**src/rtl/relm_i2c_pkg.sv**
```systemverilog
// Shared encodings for the ReLM byte-level I2C master: command codes,
// command/status field positions and the sequencer state type.
package relm_i2c_pkg;

    localparam logic [1:0] CMD_START = 2'b00;
    localparam logic [1:0] CMD_STOP  = 2'b01;
    localparam logic [1:0] CMD_WRITE = 2'b10;
    localparam logic [1:0] CMD_READ  = 2'b11;

    localparam int CMD_LSB  = 8;
    localparam int NACK_BIT = 10;
    localparam int CS_BIT   = 12;

    localparam int POP_ACK_BIT    = 8;
    localparam int POP_RVALID_BIT = 9;

    // Bits of a byte transfer are numbered 8..1 for data, 0 for the ack slot.
    localparam logic [3:0] FIRST_BIT = 4'd8;

    typedef enum logic [1:0] {
        ST_IDLE,
        ST_START,
        ST_STOP,
        ST_BIT
    } state_e;

endpackage

```
**src/rtl/relm_i2c_tick.sv**
```systemverilog
// SCL quarter-period prescaler: emits a one-clock registered tick every DIV
// clocks while enabled; clearing restarts the count from zero.
module relm_i2c_tick #(
    parameter int DIV = 125
) (
    input  logic clk,
    input  logic rst,
    input  logic clr_i,
    input  logic en_i,
    output logic tick_o
);

    localparam logic [15:0] LAST = 16'(DIV - 1);

    logic [15:0] cnt_q, cnt_d;
    logic        tick_q, tick_d;

    always_comb begin
        cnt_d  = cnt_q;
        tick_d = 1'b0;
        if (clr_i) begin
            cnt_d = '0;
        end else if (en_i) begin
            if (cnt_q == LAST) begin
                cnt_d  = '0;
                tick_d = 1'b1;
            end else begin
                cnt_d = cnt_q + 16'd1;
            end
        end
    end

    always_ff @(posedge clk or posedge rst) begin
        if (rst) begin
            cnt_q  <= '0;
            tick_q <= 1'b0;
        end else begin
            cnt_q  <= cnt_d;
            tick_q <= tick_d;
        end
    end

    assign tick_o = tick_q;

endmodule

```
**src/rtl/relm_i2c_master.sv**
```systemverilog
// Byte-level I2C master on a ReLM push/pop port pair: sequences START, STOP,
// byte WRITE and byte READ at a fixed SCL rate, one quarter-period per tick.
module relm_i2c_master
    import relm_i2c_pkg::*;
#(
    parameter int WD  = 32,
    parameter int DIV = 125
) (
    input  logic          clk,
    input  logic          rst,
    input  logic [WD:0]   push_d,
    output logic          push_retry,
    input  logic [WD:0]   pop_d,
    output logic [WD:0]   pop_q,
    output logic          scl_out,
    output logic          sda_oe_out,
    input  logic          sda_in,
    output logic          cs_out
);

    state_e      state_q, state_d;
    logic [1:0]  qtr_q, qtr_d;
    logic [3:0]  bit_q, bit_d;
    logic [8:0]  sh_q, sh_d;
    logic        write_q, write_d;
    logic        nack_q, nack_d;
    logic        scl_q, scl_d;
    logic        sda_oe_q, sda_oe_d;
    logic        cs_q, cs_d;
    logic        busy_q, busy_d;
    logic        rvalid_q, rvalid_d;
    logic        ack_q, ack_d;
    logic [7:0]  rdata_q, rdata_d;
    logic        sda_meta_q, sda_sync_q;

    logic        tick;
    logic        accept;
    logic        pop_en;
    logic [1:0]  cmd;
    logic        bit_drive;
    logic        unused_bits;

    assign cmd    = push_d[CMD_LSB +: 2];
    assign accept = push_d[WD] & ~busy_q;
    assign pop_en = pop_d[WD] & ~busy_q;

    assign unused_bits = ^{push_d[WD-1:CS_BIT+1], push_d[NACK_BIT+1], pop_d[WD-1:0]};

    relm_i2c_tick #(
        .DIV (DIV)
    ) u_tick (
        .clk    (clk),
        .rst    (rst),
        .clr_i  (accept),
        .en_i   (busy_q),
        .tick_o (tick)
    );

    always_ff @(posedge clk or posedge rst) begin
        if (rst) begin
            state_q    <= ST_IDLE;
            qtr_q      <= '0;
            bit_q      <= '0;
            sh_q       <= '0;
            write_q    <= 1'b0;
            nack_q     <= 1'b0;
            scl_q      <= 1'b1;
            sda_oe_q   <= 1'b0;
            cs_q       <= 1'b1;
            busy_q     <= 1'b0;
            rvalid_q   <= 1'b0;
            ack_q      <= 1'b0;
            rdata_q    <= '0;
            sda_meta_q <= 1'b1;
            sda_sync_q <= 1'b1;
        end else begin
            state_q    <= state_d;
            qtr_q      <= qtr_d;
            bit_q      <= bit_d;
            sh_q       <= sh_d;
            write_q    <= write_d;
            nack_q     <= nack_d;
            scl_q      <= scl_d;
            sda_oe_q   <= sda_oe_d;
            cs_q       <= cs_d;
            busy_q     <= busy_d;
            rvalid_q   <= rvalid_d;
            ack_q      <= ack_d;
            rdata_q    <= rdata_d;
            sda_meta_q <= sda_in;
            sda_sync_q <= sda_meta_q;
        end
    end

    always_comb begin
        state_d = state_q;
        if (accept) begin
            case (cmd)
                CMD_START: state_d = ST_START;
                CMD_STOP:  state_d = ST_STOP;
                CMD_WRITE: state_d = ST_BIT;
                CMD_READ:  state_d = ST_BIT;
                default:   state_d = ST_IDLE;
            endcase
        end else if (tick) begin
            case (state_q)
                ST_START: if (qtr_q == 2'd1) state_d = ST_IDLE;
                ST_STOP:  if (qtr_q == 2'd2) state_d = ST_IDLE;
                ST_BIT:   if (bit_q == 4'd0 && qtr_q == 2'd3) state_d = ST_IDLE;
                default:  state_d = state_q;
            endcase
        end
    end

    // Data bits drive the shift-register MSB on WRITE; the ack slot is
    // driven only on READ, with the latched ACK/NACK choice.
    always_comb begin
        if (bit_q != 4'd0) begin
            bit_drive = write_q ? ~sh_q[8] : 1'b0;
        end else begin
            bit_drive = write_q ? 1'b0 : ~nack_q;
        end
    end

    always_comb begin
        qtr_d    = qtr_q;
        bit_d    = bit_q;
        sh_d     = sh_q;
        write_d  = write_q;
        nack_d   = nack_q;
        scl_d    = scl_q;
        sda_oe_d = sda_oe_q;
        cs_d     = cs_q;
        busy_d   = busy_q;
        rvalid_d = rvalid_q;
        ack_d    = ack_q;
        rdata_d  = rdata_q;

        if (pop_en) begin
            rvalid_d = 1'b0;
        end

        if (accept) begin
            busy_d   = 1'b1;
            rvalid_d = 1'b0;
            qtr_d    = '0;
            bit_d    = FIRST_BIT;
            sh_d     = {push_d[7:0], 1'b0};
            write_d  = (cmd == CMD_WRITE);
            nack_d   = push_d[NACK_BIT];
            cs_d     = ~push_d[CS_BIT];
        end else if (tick) begin
            qtr_d = qtr_q + 2'd1;
            case (state_q)
                ST_START: begin
                    if (qtr_q == 2'd0) begin
                        sda_oe_d = 1'b1;
                    end else begin
                        scl_d  = 1'b0;
                        busy_d = 1'b0;
                    end
                end
                ST_STOP: begin
                    case (qtr_q)
                        2'd0: begin
                            sda_oe_d = 1'b1;
                            scl_d    = 1'b0;
                        end
                        2'd1: scl_d = 1'b1;
                        default: begin
                            sda_oe_d = 1'b0;
                            busy_d   = 1'b0;
                        end
                    endcase
                end
                ST_BIT: begin
                    // Nine samples shift in: sh_q[8:1] end up as the byte,
                    // sh_q[0] as the ack-slot level.
                    case (qtr_q)
                        2'd0: begin
                            scl_d    = 1'b0;
                            sda_oe_d = bit_drive;
                        end
                        2'd1: scl_d = 1'b1;
                        2'd2: sh_d = {sh_q[7:0], sda_sync_q};
                        default: begin
                            scl_d = 1'b0;
                            if (bit_q == 4'd0) begin
                                busy_d   = 1'b0;
                                rvalid_d = 1'b1;
                                rdata_d  = sh_q[8:1];
                                ack_d    = write_q ? sh_q[0] : nack_q;
                            end else begin
                                bit_d = bit_q - 4'd1;
                            end
                        end
                    endcase
                end
                default: qtr_d = qtr_q;
            endcase
        end
    end

    always_comb begin
        pop_q                 = '0;
        pop_q[WD]             = busy_q;
        pop_q[POP_RVALID_BIT] = rvalid_q;
        pop_q[POP_ACK_BIT]    = ack_q;
        pop_q[7:0]            = rdata_q;
    end

    assign push_retry = busy_q;
    assign scl_out    = scl_q;
    assign sda_oe_out = sda_oe_q;
    assign cs_out     = cs_q;

endmodule

```
**config.mk**
```make
export PLATFORM = sky130hd
export DESIGN_NAME = relm_i2c_master
export DESIGN_NICKNAME = d
export VERILOG_FILES = /design/src/rtl/relm_i2c_pkg.sv /design/src/rtl/relm_i2c_tick.sv /design/src/rtl/relm_i2c_master.sv
export SDC_FILE = /design/constraint.sdc
export NUM_CORES = 1
export LEC_CHECK = 0
export BUFFER_PORTS_ARGS = -buffer_cell sky130_fd_sc_hd__buf_2
export CORE_MARGIN = 2
export CORE_UTILIZATION = 40
export DETAILED_ROUTE_END_ITERATION = 12
export PLACE_DENSITY = 0.67
export SYNTH_ARGS = -nofsm -noshare
export SYNTH_HDL_FRONTEND = slang
export SYNTH_SLANG_ARGS = --single-unit
```
**constraint.sdc**
```tcl
create_clock -name clk -period 3.65 [get_ports clk]
set_clock_uncertainty 0.05 [all_clocks]
set_input_delay 1.095 -clock clk [delete_from_list [all_inputs] [get_ports clk]]
set_output_delay 1.095 -clock clk [all_outputs]
set_load 0.02 [all_outputs]
```
==> metrics <==
clock net sink count=52; global-route wire length before repair=9010 um; WHS Endpoint=sda_sync_q; unrepaired setup endpoints after global routing=no; post-synthesis instance total=297; Area Growth Syn to Fin=7.80%; final standard cell count with taps included and fillers excluded=424; power density of the placed cells=438 mW/mm^2; static power due to leakage=1.54 nW; number of distinct standard cells referenced by the synthesized netlist=54; final period demand of the worst path=2.41 ns; worst reg2reg startpoint=bit_q[0]; Tightest Pin Transition=0.766 ns; count of nets after finishing=406; critical path required time=3.80 ns; All-Layer GR Usage=14.3%; cell internal pwr=0.000931 W; leading area contributor after synthesis=sky130_fd_sc_hd__dfrtp_1; proportion of synthesized flip-flops having asynchronous set or reset=100%; number of cells upsized or downsized after cts=0; Net Sw Power=0.000453 W; top-area cell type share of the netlist area=40.9%; Setup Buffers After CTS=0; Max Buffers Root-to-Sink=2; status=completed; die outline area=0.00804 mm^2; Initial Util=40.9%; fraction of layout cells with a size suffix above 1=19.4%; setup TNS=0 ns; gpl congestion=0.803; total count of max-transition violations in the final report=0; hold path depth=0; sequential-to-total area share from yosys stat=44.5%; total iterations of the first detailed-routing run=4; number of warnings reported in the yosys synthesis log=0; pin count of the biggest net entering global routing=26; Worst Setup Slack post-DPL=0.875 ns; post-synthesis cell area=0.00293 mm^2; logic gate share of total power=19.9%; IO Port Bufs=31; overflow left after global routing=0; CP endpoint kind=register; slack of the critical path=1.24 ns; post-route standard cell area excluding fillers=0.00316 mm^2; flop-to-flop setup slack=1.49 ns; category of the worst setup path launch point=input pin; category of the critical setup timing path=in -> reg; number of violations of the max-capacitance limit=0; latest clock arrival within the worst-skew pair=0.31 ns; cells taking the most area after synthesis=sky130_fd_sc_hd__dfrtp_1 41%, sky130_fd_sc_hd__buf_4 6.9%, sky130_fd_sc_hd__ha_1 5.5%; sequential power share=55.6%; # DRC=0; CTS Hold Bufs=0; Horiz. Die Dim=89.6 um; number of standard-cell rows in the floorplan=31; DPL Wire Length=3910 um; CP Max Fanout=11; count of routing violations after the opening detailed-route iteration=111; maximum level of the CTS H-tree=2; count of nets left with antenna violations after detail routing=0; clock-pin transition on the worst setup and hold timing paths=0.09 ns; number of antenna violations at the first check in global routing=0; standard cell area after detailed placement=0.00307 mm^2; capture instance of the worst register-to-register path=rdata_q[4]; number of clock buffers inserted by TritonCTS=5; final period utilization=66.1%; worst-case reg-to-reg path depth=5; Root Driver=sky130_fd_sc_hd__clkbuf_8; number of I/O pins=106; via/cell ratio=5.08; clock tree from TritonCTS=done; Sw Share=32.8%; Antenna diodes=0; count of state elements after synthesis=52; headroom to the max-slew limit=48.9%; Main synth FF type=sky130_fd_sc_hd__dfrtp_1; launch point of the worst hold path=sda_meta_q; highest clock rate=414 MHz; maximum vdd drop=291 uV; Util after Layout=44.1%; number of global-route vias before repair=1,943; Placeable Area=0.00718 mm^2; endpoints failing hold=0; post-DR wirelength/cell=12.8 um; Vias=2,156; part of the power in the clock network=24.5%; EDFF count, synth=0; post-detailed-routing wire length=5420 um; worst hold path class=reg -> reg; Vert. Die Dim=89.6 um; count of final setup violators=0; post-synthesis area per instance=9.88 um^2; CP Data Arrival Time=2.56 ns; placed insts=416
## layer usage
layer	share of wire, %	wire length, um	global-route usage, %
met4	1.1	60	4.07
met3	3.7	199	3.29
met5	0	0	0
met1	47	2570	19.0
met2	48	2590	23.5
## per-stage QoR
stage | total power, W | hold slack [ns]
after global placement | 0.00104 | 0.296
after global routing | 0.00148 | 0.322
after detailed placement | 0.00105 | 0.298
after floorplan | 0.00100 | 0.295
after CTS | 0.00140 | 0.312
final | 0.00138 | 0.311
## cells by family (layout without fill, tap and decap cells)
| group | Yosys count | in the layout | synth area share, % |
|---|---|---|---|
| AND/OR/NAND/NOR | 96 | 96 | 17.7 |
| XOR/XNOR | 7 | 7 | 2.09 |
| multiplexers | 21 | 21 | 7.55 |
| adder cells (fa/ha/maj) | 13 | 13 | 5.54 |
| flip-flops | 52 | 52 | 44.5 |
| AO/OA/AOI/OAI | 59 | 59 | 12.5 |
| buffers and inverters | 48 | 55 | 9.89 |
| other | 1 | 22 | 0.128 |
## state kept, by name (all words and copies together) (netlist names), 2 cells and up
name and cells:
u_tick.cnt_q 16, bit_q 4, qtr_q 2, state_q 2
rdata_q 8, sh_q 9
## worst max-delay path, stage by stage
cell                       delay, ns
sky130_fd_sc_hd__buf_2          0.14
sky130_fd_sc_hd__nand2b_1       0.33
sky130_fd_sc_hd__and4_1         0.60
sky130_fd_sc_hd__mux2_2         0.39
## worst max-delay path by stage
stage               startpoint          to  slack, ns
floorplan                  rst       ack_q       1.25
global placement    push_d[32]  rdata_q[5]       0.92
detailed placement  push_d[32]  rdata_q[2]       0.87
CTS                 push_d[32]  rdata_q[2]       1.21
global route        push_d[32]  rdata_q[5]       1.14
finish              push_d[32]  rdata_q[4]       1.24
## cell usage after synthesis (all sizes together) (2+ instances only)
| library cell | n |
|---|---|
| a21o | 3 |
| a21oi | 12 |
| a22oi | 2 |
| a31oi | 7 |
| a41oi | 2 |
| and2 | 2 |
| and3 | 2 |
| and4 | 4 |
| buf | 29 |
| clkbuf | 6 |
| dfrtp | 48 |
| dfstp | 4 |
| ha | 13 |
| inv | 13 |
| mux2 | 9 |
| mux2i | 12 |
| nand2 | 32 |
| nand2b | 3 |
| nand3 | 8 |
| nand4 | 7 |
| nor2 | 18 |
| nor2b | 4 |
| nor3 | 2 |
| nor3b | 3 |
| nor4 | 4 |
| o21ai | 23 |
| or2b | 2 |
| xnor2 | 5 |
| xor2 | 2 |
## power groups by stage
stage	combinational, W	clock (W)	sequential, W
after floorplan	0.000258	0	0.000744
after CTS	0.000276	0.000353	0.000767
after global routing	0.000317	0.000373	0.000787
after global placement	0.000268	0	0.000773
final	0.000275	0.000339	0.000770
after detailed placement	0.000276	0	0.000777
## area by class of cell
cell class	instances	area (um^2)
sequential	52	1310
timing repair buffer	34	178
multi-input combinational	218	1420
tap	99	124
clock buffer	8	90.1
inverter	13	48.8
fill	694	4010
## cell usage in the layout, fill, tap and decap left out, types with 3 or more instances in the layout
master / netlist / final
sky130_fd_sc_hd__nor2_1: 18 / 18
sky130_fd_sc_hd__dfrtp_1: 48 / 48
sky130_fd_sc_hd__and4_1: 4 / 4
sky130_fd_sc_hd__o21ai_0: 23 / 23
sky130_fd_sc_hd__nand2_1: 31 / 31
sky130_fd_sc_hd__nand2b_1: 3 / 3
sky130_fd_sc_hd__a31oi_1: 7 / 7
sky130_fd_sc_hd__buf_4: 27 / 3
sky130_fd_sc_hd__mux2_2: 9 / 9
sky130_fd_sc_hd__buf_2: 1 / 31
sky130_fd_sc_hd__nand3_1: 8 / 8
sky130_fd_sc_hd__dfstp_2: 4 / 4
sky130_fd_sc_hd__nand4_1: 6 / 6
sky130_fd_sc_hd__ha_1: 13 / 13
sky130_fd_sc_hd__xnor2_1: 5 / 5
sky130_fd_sc_hd__clkbuf_8: 0 / 6
sky130_fd_sc_hd__mux2i_1: 12 / 12
sky130_fd_sc_hd__conb_1: 1 / 22
sky130_fd_sc_hd__a21oi_1: 12 / 12
sky130_fd_sc_hd__inv_1: 13 / 12
sky130_fd_sc_hd__nor2b_1: 4 / 4
sky130_fd_sc_hd__nor4_1: 3 / 3
No activity file was read; power rests on OpenSTA's default activity.
